File: src/rtl/gdp_stats_fetcher.sv
// GDP stats supplier: reads per-senone {k, mean[d], omega[d]} from a synchronous stats ROM and
// queues complete sets in a 2-entry FIFO. Optional stall counter: define STATS_STALL_COUNT_EN.
module gdp_stats_fetcher #(
    parameter int N_DIM     = 26,
    parameter int N_SENONES = 256,
    parameter int ADDR_W    = 16
) (
    input  logic                     clk,
    input  logic                     reset,
    input  logic                     start,
    input  logic [7:0]               first_senone,
    input  logic [8:0]               num_senones,
    output logic                     mem_rd,
    output logic [ADDR_W-1:0]        mem_addr,
    input  logic [15:0]              mem_data,
    output logic signed [15:0]       mean,
    output logic signed [15:0]       omega,
    output logic signed [15:0]       k,
    output logic [7:0]               stats_senone,
    output logic [4:0]               stats_dim,
    output logic                     new_stats_available,
    input  logic                     get_new_stats,
    output logic                     fetch_idle,
    output logic                     stats_underflow
`ifdef STATS_STALL_COUNT_EN
    ,
    output logic [15:0]              stall_count
`endif
);

    localparam int STRIDE = 2 * N_DIM + 1;

    typedef enum logic [2:0] {
        IDLE,
        READ_K,
        READ_MEAN,
        READ_OMEGA,
        WAIT_SPACE,
        DRAIN
    } state_t;

    typedef enum logic [1:0] {
        RET_NONE,
        RET_K,
        RET_MEAN,
        RET_OMEGA
    } ret_t;

    typedef struct packed {
        logic [15:0] mean;
        logic [15:0] omega;
        logic [15:0] k;
        logic [7:0]  senone;
        logic [4:0]  dim;
    } set_t;

    state_t              state_reg;
    logic [7:0]          cur_senone_reg;
    logic [4:0]          cur_dim_reg;
    logic [8:0]          left_reg;
    logic [ADDR_W-1:0]   base_reg;
    logic [1:0]          reserved_reg;
    logic [1:0]          count_reg;
    ret_t                ret_kind_reg;
    logic [7:0]          ret_senone_reg;
    logic [4:0]          ret_dim_reg;
    logic [15:0]         k_reg;
    logic [15:0]         mean_hold_reg;
    set_t                head_reg;
    set_t                tail_reg;
    logic                underflow_reg;

    logic                pop;
    logic                push;
    logic                space_ok;
    logic                last_dim;
    logic                last_senone;
    logic                issue_mean;
    logic [1:0]          reserved_next;
    logic [4:0]          dim_inc;
    logic [7:0]          next_senone;
    logic [ADDR_W-1:0]   mean_addr_cur;
    logic [ADDR_W-1:0]   mean_addr_inc;
    logic [ADDR_W-1:0]   omega_addr;
    set_t                in_set;

    function automatic logic [ADDR_W-1:0] base_of(input logic [7:0] s);
        return ADDR_W'(s) * ADDR_W'(STRIDE);
    endfunction

    // reserved_reg counts queued sets plus sets whose mean read is already issued,
    // so a mean read is only started when its set is guaranteed a FIFO slot.
    always_comb begin
        pop           = get_new_stats && (count_reg != 2'd0);
        push          = (ret_kind_reg == RET_OMEGA);
        space_ok      = (2'(reserved_reg - 2'(pop)) < 2'd2);
        last_dim      = (cur_dim_reg == 5'(N_DIM - 1));
        last_senone   = (left_reg == 9'd1);
        dim_inc       = cur_dim_reg + 5'd1;
        next_senone   = (cur_senone_reg == 8'(N_SENONES - 1)) ? 8'd0 : cur_senone_reg + 8'd1;
        mean_addr_cur = base_reg + ADDR_W'(1) + ADDR_W'({cur_dim_reg, 1'b0});
        mean_addr_inc = base_reg + ADDR_W'(1) + ADDR_W'({dim_inc, 1'b0});
        omega_addr    = base_reg + ADDR_W'(2) + ADDR_W'({cur_dim_reg, 1'b0});
        issue_mean    = 1'b0;
        case (state_reg)
            READ_K, WAIT_SPACE: issue_mean = space_ok;
            READ_OMEGA:         issue_mean = space_ok && !last_dim;
            default:            issue_mean = 1'b0;
        endcase
        reserved_next = 2'(reserved_reg - 2'(pop) + 2'(issue_mean));
        in_set        = '{mean: mean_hold_reg, omega: mem_data, k: k_reg,
                          senone: ret_senone_reg, dim: ret_dim_reg};
    end

    always_ff @(posedge clk) begin
        if (!reset) begin
            state_reg      <= IDLE;
            cur_senone_reg <= 8'd0;
            cur_dim_reg    <= 5'd0;
            left_reg       <= 9'd0;
            base_reg       <= '0;
            reserved_reg   <= 2'd0;
            mem_rd         <= 1'b0;
            mem_addr       <= '0;
        end else begin
            mem_rd       <= 1'b0;
            reserved_reg <= reserved_next;
            case (state_reg)
                IDLE: begin
                    if (start && (count_reg == 2'd0) && (num_senones != 9'd0)) begin
                        cur_senone_reg <= first_senone;
                        cur_dim_reg    <= 5'd0;
                        left_reg       <= (num_senones > 9'd256) ? 9'd256 : num_senones;
                        base_reg       <= base_of(first_senone);
                        mem_rd         <= 1'b1;
                        mem_addr       <= base_of(first_senone);
                        state_reg      <= READ_K;
                    end
                end
                READ_K, WAIT_SPACE: begin
                    if (issue_mean) begin
                        mem_rd    <= 1'b1;
                        mem_addr  <= mean_addr_cur;
                        state_reg <= READ_MEAN;
                    end else begin
                        state_reg <= WAIT_SPACE;
                    end
                end
                READ_MEAN: begin
                    mem_rd    <= 1'b1;
                    mem_addr  <= omega_addr;
                    state_reg <= READ_OMEGA;
                end
                READ_OMEGA: begin
                    if (last_dim) begin
                        cur_dim_reg <= 5'd0;
                        if (last_senone) begin
                            state_reg <= DRAIN;
                        end else begin
                            cur_senone_reg <= next_senone;
                            left_reg       <= left_reg - 9'd1;
                            base_reg       <= base_of(next_senone);
                            mem_rd         <= 1'b1;
                            mem_addr       <= base_of(next_senone);
                            state_reg      <= READ_K;
                        end
                    end else begin
                        cur_dim_reg <= dim_inc;
                        if (issue_mean) begin
                            mem_rd    <= 1'b1;
                            mem_addr  <= mean_addr_inc;
                            state_reg <= READ_MEAN;
                        end else begin
                            state_reg <= WAIT_SPACE;
                        end
                    end
                end
                DRAIN: begin
                    if (reserved_next == 2'd0) begin
                        state_reg <= IDLE;
                    end
                end
                default: state_reg <= IDLE;
            endcase
        end
    end

    // The state register names the read on the bus this cycle; its data returns next cycle.
    always_ff @(posedge clk) begin
        if (!reset) begin
            ret_kind_reg   <= RET_NONE;
            ret_senone_reg <= 8'd0;
            ret_dim_reg    <= 5'd0;
            k_reg          <= 16'd0;
            mean_hold_reg  <= 16'd0;
        end else begin
            case (state_reg)
                READ_K:     ret_kind_reg <= RET_K;
                READ_MEAN:  ret_kind_reg <= RET_MEAN;
                READ_OMEGA: ret_kind_reg <= RET_OMEGA;
                default:    ret_kind_reg <= RET_NONE;
            endcase
            ret_senone_reg <= cur_senone_reg;
            ret_dim_reg    <= cur_dim_reg;
            if (ret_kind_reg == RET_K) begin
                k_reg <= mem_data;
            end
            if (ret_kind_reg == RET_MEAN) begin
                mean_hold_reg <= mem_data;
            end
        end
    end

    always_ff @(posedge clk) begin
        if (!reset) begin
            head_reg      <= '0;
            tail_reg      <= '0;
            count_reg     <= 2'd0;
            underflow_reg <= 1'b0;
        end else begin
            case ({push, pop})
                2'b10: begin
                    if (count_reg == 2'd0) begin
                        head_reg <= in_set;
                    end else begin
                        tail_reg <= in_set;
                    end
                    count_reg <= count_reg + 2'd1;
                end
                2'b01: begin
                    head_reg  <= tail_reg;
                    count_reg <= count_reg - 2'd1;
                end
                2'b11: begin
                    if (count_reg == 2'd1) begin
                        head_reg <= in_set;
                    end else begin
                        head_reg <= tail_reg;
                        tail_reg <= in_set;
                    end
                end
                default: ;
            endcase
            if (get_new_stats && (count_reg == 2'd0)) begin
                underflow_reg <= 1'b1;
            end
        end
    end

`ifdef STATS_STALL_COUNT_EN
    always_ff @(posedge clk) begin
        if (!reset) begin
            stall_count <= 16'd0;
        end else if ((state_reg == IDLE) && start && (count_reg == 2'd0) && (num_senones != 9'd0)) begin
            stall_count <= 16'd0;
        end else if ((state_reg != IDLE) && (count_reg == 2'd0) && (stall_count != 16'hFFFF)) begin
            stall_count <= stall_count + 16'd1;
        end
    end
`endif

    assign mean                = head_reg.mean;
    assign omega               = head_reg.omega;
    assign k                   = head_reg.k;
    assign stats_senone        = head_reg.senone;
    assign stats_dim           = head_reg.dim;
    assign new_stats_available = (count_reg != 2'd0);
    assign fetch_idle          = (state_reg == IDLE) && (count_reg == 2'd0);
    assign stats_underflow     = underflow_reg;

endmodule

File: config.mk
export PLATFORM = sky130hd
export DESIGN_NAME = gdp_stats_fetcher
export DESIGN_NICKNAME = d
export VERILOG_FILES = /design/src/rtl/gdp_stats_fetcher.sv
export SDC_FILE = /design/constraint.sdc
export NUM_CORES = 1
export LEC_CHECK = 0
export ABC_CLOCK_PERIOD_IN_PS = 13000
export CAP_MARGIN = 20
export CORE_MARGIN = 8
export CORE_UTILIZATION = 38
export CTS_BUF_LIST = sky130_fd_sc_hd__clkbuf_2 sky130_fd_sc_hd__clkbuf_4 sky130_fd_sc_hd__clkbuf_8
export CTS_CLUSTER_DIAMETER = 200
export DETAILED_ROUTE_END_ITERATION = 6
export GPL_TIMING_DRIVEN = 0
export PLACE_DENSITY = 0.63
export SLEW_MARGIN = 20
export SYNTH_ARGS = -nofsm -noshare
export SYNTH_HDL_FRONTEND = slang
export SYNTH_SLANG_ARGS = --single-unit
File: constraint.sdc
create_clock -name clk -period 13 [get_ports clk]
set_input_delay 3.25 -clock clk [delete_from_list [all_inputs] [get_ports clk]]
set_output_delay 3.25 -clock clk [all_outputs]
set_load 0.01 [all_outputs]
==> impl_results.md <==
* Synth Flop Type: dfxtp_1
* GRT overflow at 0
* Post-CTS setup repair buffer count at 0
* Root buffer cell: clkbuf_8
* Nets in the synthesized netlist at about 1700
* Peak supply drop at approximately 0.14 mV
* Largest net degree at the start of global routing at 12
* Mapped Area at roughly 13000 um^2
* Post-synth EDFFs at 0
* Area of the core at around 33000 um^2
* Worst-path clk slew at 0.06 ns
* Pre-antenna DRT Iters at 5
* FF+latch count, synth at ~230
* Vias/cell at roughly 5.5
* Worst slew pin tran at 0.9944 ns
* Ys Warns at 0
* Starting DRT DRC Count at approximately 1000
* Die ar. at slightly below 40000 um^2
* H-tree levels at 2
* Final Hold Vio Count at 0
* Antenna-violating nets left at 0
* Post-DP HPWL at between 30000 and 40000 um
* Vias after detailed routing at around 12000
* Element type at the critical path end: register
* Die W at between 150 and 200 um
* Initial antenna violation count at 0
* Synth area leaders: dfxtp_1 36%, ha_1 9.6%, nand2_1 8.2%
* Max-cap check violation count at 0
* Register area share after synthesis at ~36%
* Outcome: completed
* Area Overhead vs Synth at 20.57%
* Initial Util at 38.67%
* Clk sinks at 228
* Max Root-Sink Buffers at 3
* Max reg flops at just over 60
* Number of port buffers at about 120
* CTS Buf Count at 41
* Share of the synthesized area in the top cell type at between 30% and 40%
* Ports at approximately 120
* Std-Cell Rows at 66
* Mean post-synth cell area at about 8.0 um^2
* Final setup fails at 0
* Worst Path Max Fanout at 7
* Post-synth ARST share at 0%
* Setup TNS at 0 ns
* # nets final at 1889
* Period utilization at between 50 and 60%
* Worst path required time at ~13 ns
* First-pass GRT wire length at roughly 65000 um
* DR DRC count at 0
* PostCTS Resize Cnt at 0
* CTS tree: built
* Wirelength, routed at ~42000 um
* Post-synthesis cell count at roughly 1600
* Average wire per standard cell at 18.87 um
* Die Y at 198.2 um
* P per Cell Area at approximately 240 nW/um^2
* Fill count at 3299
* Ant diodes at 0
* Total track usage at 20.70%
* RSZ-0062 raised after global routing: no
* Kind of critical path: input port to register
* Max frequency at between 100 and 150 MHz
* Worst path arrival time at between 7 and 8 ns
* Gpl congestion at approximately 0.9
* Layout cells sized above 1 at under 10%
* Leak Pwr at between 5 and 6 nW
* Vias in the first global route at around 12000
* Clk_lat worst skew at around 0.55 ns
* CP Launch Type: input port
* Slew HR at between 30% and 40%
* Min-Delay Path Class: register to register
* Count of pins over their slew limit at 0
* Area leader, netlist: dfxtp_1
* Cts hold-fix bufs at 0
* Final Util at 46.63%
* Period minus WS final at 6.714 ns
* Clk_skew at between 0.03 and 0.04 ns
* Netlist cell types at between 70 and 80
## cells by family after synthesis
group / count (synthesis) / share of synthesized area (%)
and+or+nand+nor: 596 / 20.71
muxes: 2 / 0.1587
DFF: 228 / 36.18
AOI/OAI and AO/OA: 376 / 19.46
buffers and inverters: 186 / 5.674
adders and majority gates: 119 / 13.03
xor gates and xnor gates: 68 / 4.781
## cell usage after synthesis (all sizes together) (4+ instances only)
master  count
buf        13
ha         97
o221ai      5
nor3       87
clkbuf     88
a21oi     150
a221oi     65
nand4       6
and2       13
a22oi      10
xor2       29
dfxtp     228
a21o        7
a31oi       5
xnor2      39
and3        4
nand2     274
or3         4
o22ai      10
nor2b       6
nor4        7
a211oi     17
nand3      20
inv        83
a311oi      7
nand2b      6
o21ai      53
o211ai     11
nand3b      6
o21bai      4
fa         21
o21a        4
nor2      149
## per-stage QoR
step	std cells	power [W]	hold WS (ns)	setup slack [ns]	area [um^2]
floorplan	1575	0.002216	0.4319	6.737	12610
global placement	2133	0.002879	0.4393	5.751	14330
detailed placement	2133	0.002914	0.4463	5.715	14330
CTS	2205	0.003637	0.4537	6.258	15210
global route	2205	0.003900	0.4707	6.019	15210
finish	2205	0.003647	0.4529	6.286	15210
## cells in the final DEF (no fill, tap or decap), types with 17 or more instances in the layout
master,count
fa_1,21
nand3_1,19
clkdlybuf4s50_1,116
dfxtp_1,228
clkbuf_1,88
nor2_1,148
xnor2_1,38
o21ai_0,51
clkbuf_4,17
clkbuf_8,53
nor3_1,86
ha_1,97
inv_1,83
a21oi_1,150
nand2_1,274
xor2_1,29
a221oi_1,64
## worst paths after layout
check	from	to	slack [ns]	cells after the start
hold / removal	ret_dim_reg[1]$_SDFF_PN0_	tail_reg[1]$_SDFFE_PN0P_	0.45	2
setup / recovery	first_senone[0]	base_reg[12]$_SDFFE_PN0P_	6.29	15
setup reg to reg	cur_senone_reg[0]$_SDFFE_PN0P_	mem_addr[13]$_SDFFE_PN0P_	6.74	19
hold reg to reg	ret_dim_reg[1]$_SDFF_PN0_	tail_reg[1]$_SDFFE_PN0P_	0.45	2
## layout make-up
class	count	area, um^2	area share [%]
Tap cell	442	553.0	3.636
Clock inverter	2	23.77	0.1563
Inverter	85	319.1	2.098
Buffer	101	396.6	2.608
Timing Repair Buffer	116	1161	7.634
Multi-Input combinational cell	1161	7335	48.22
Sequential cell	228	4564	30.01
Clock buffer	70	857.1	5.635
## where the power goes
part | switching (W) | internal [W] | total (W) | leakage [nW]
Clock | 0.000306 | 0.000414 | 0.000719 | 0.466
Combinational | 0.00119 | 0.000762 | 0.00195 | 3.45
Sequential | 0.000126 | 0.000853 | 0.000979 | 1.85
## worst max-delay path: stages
cell and delay, ns:
clkdlybuf4s50_1 0.79, ha_1 0.33, ha_1 0.28, inv_1 0.06
fa_1 0.53, inv_1 0.07, fa_1 0.48, a211oi_1 0.26
o21bai_1 0.10, a21oi_1 0.24, o21bai_1 0.09, a21oi_1 0.18
xnor2_1 0.12, a211oi_1 0.26, nor2_1 0.07
## per-layer routing
metal  share of wire, %  global-route usage (%)
met2                 45                   32.84
met4                3.7                   9.292
met1                 44                   27.33
met3                7.2                   3.379
met5                  0                       0
Power figures use the tool's default switching activity.
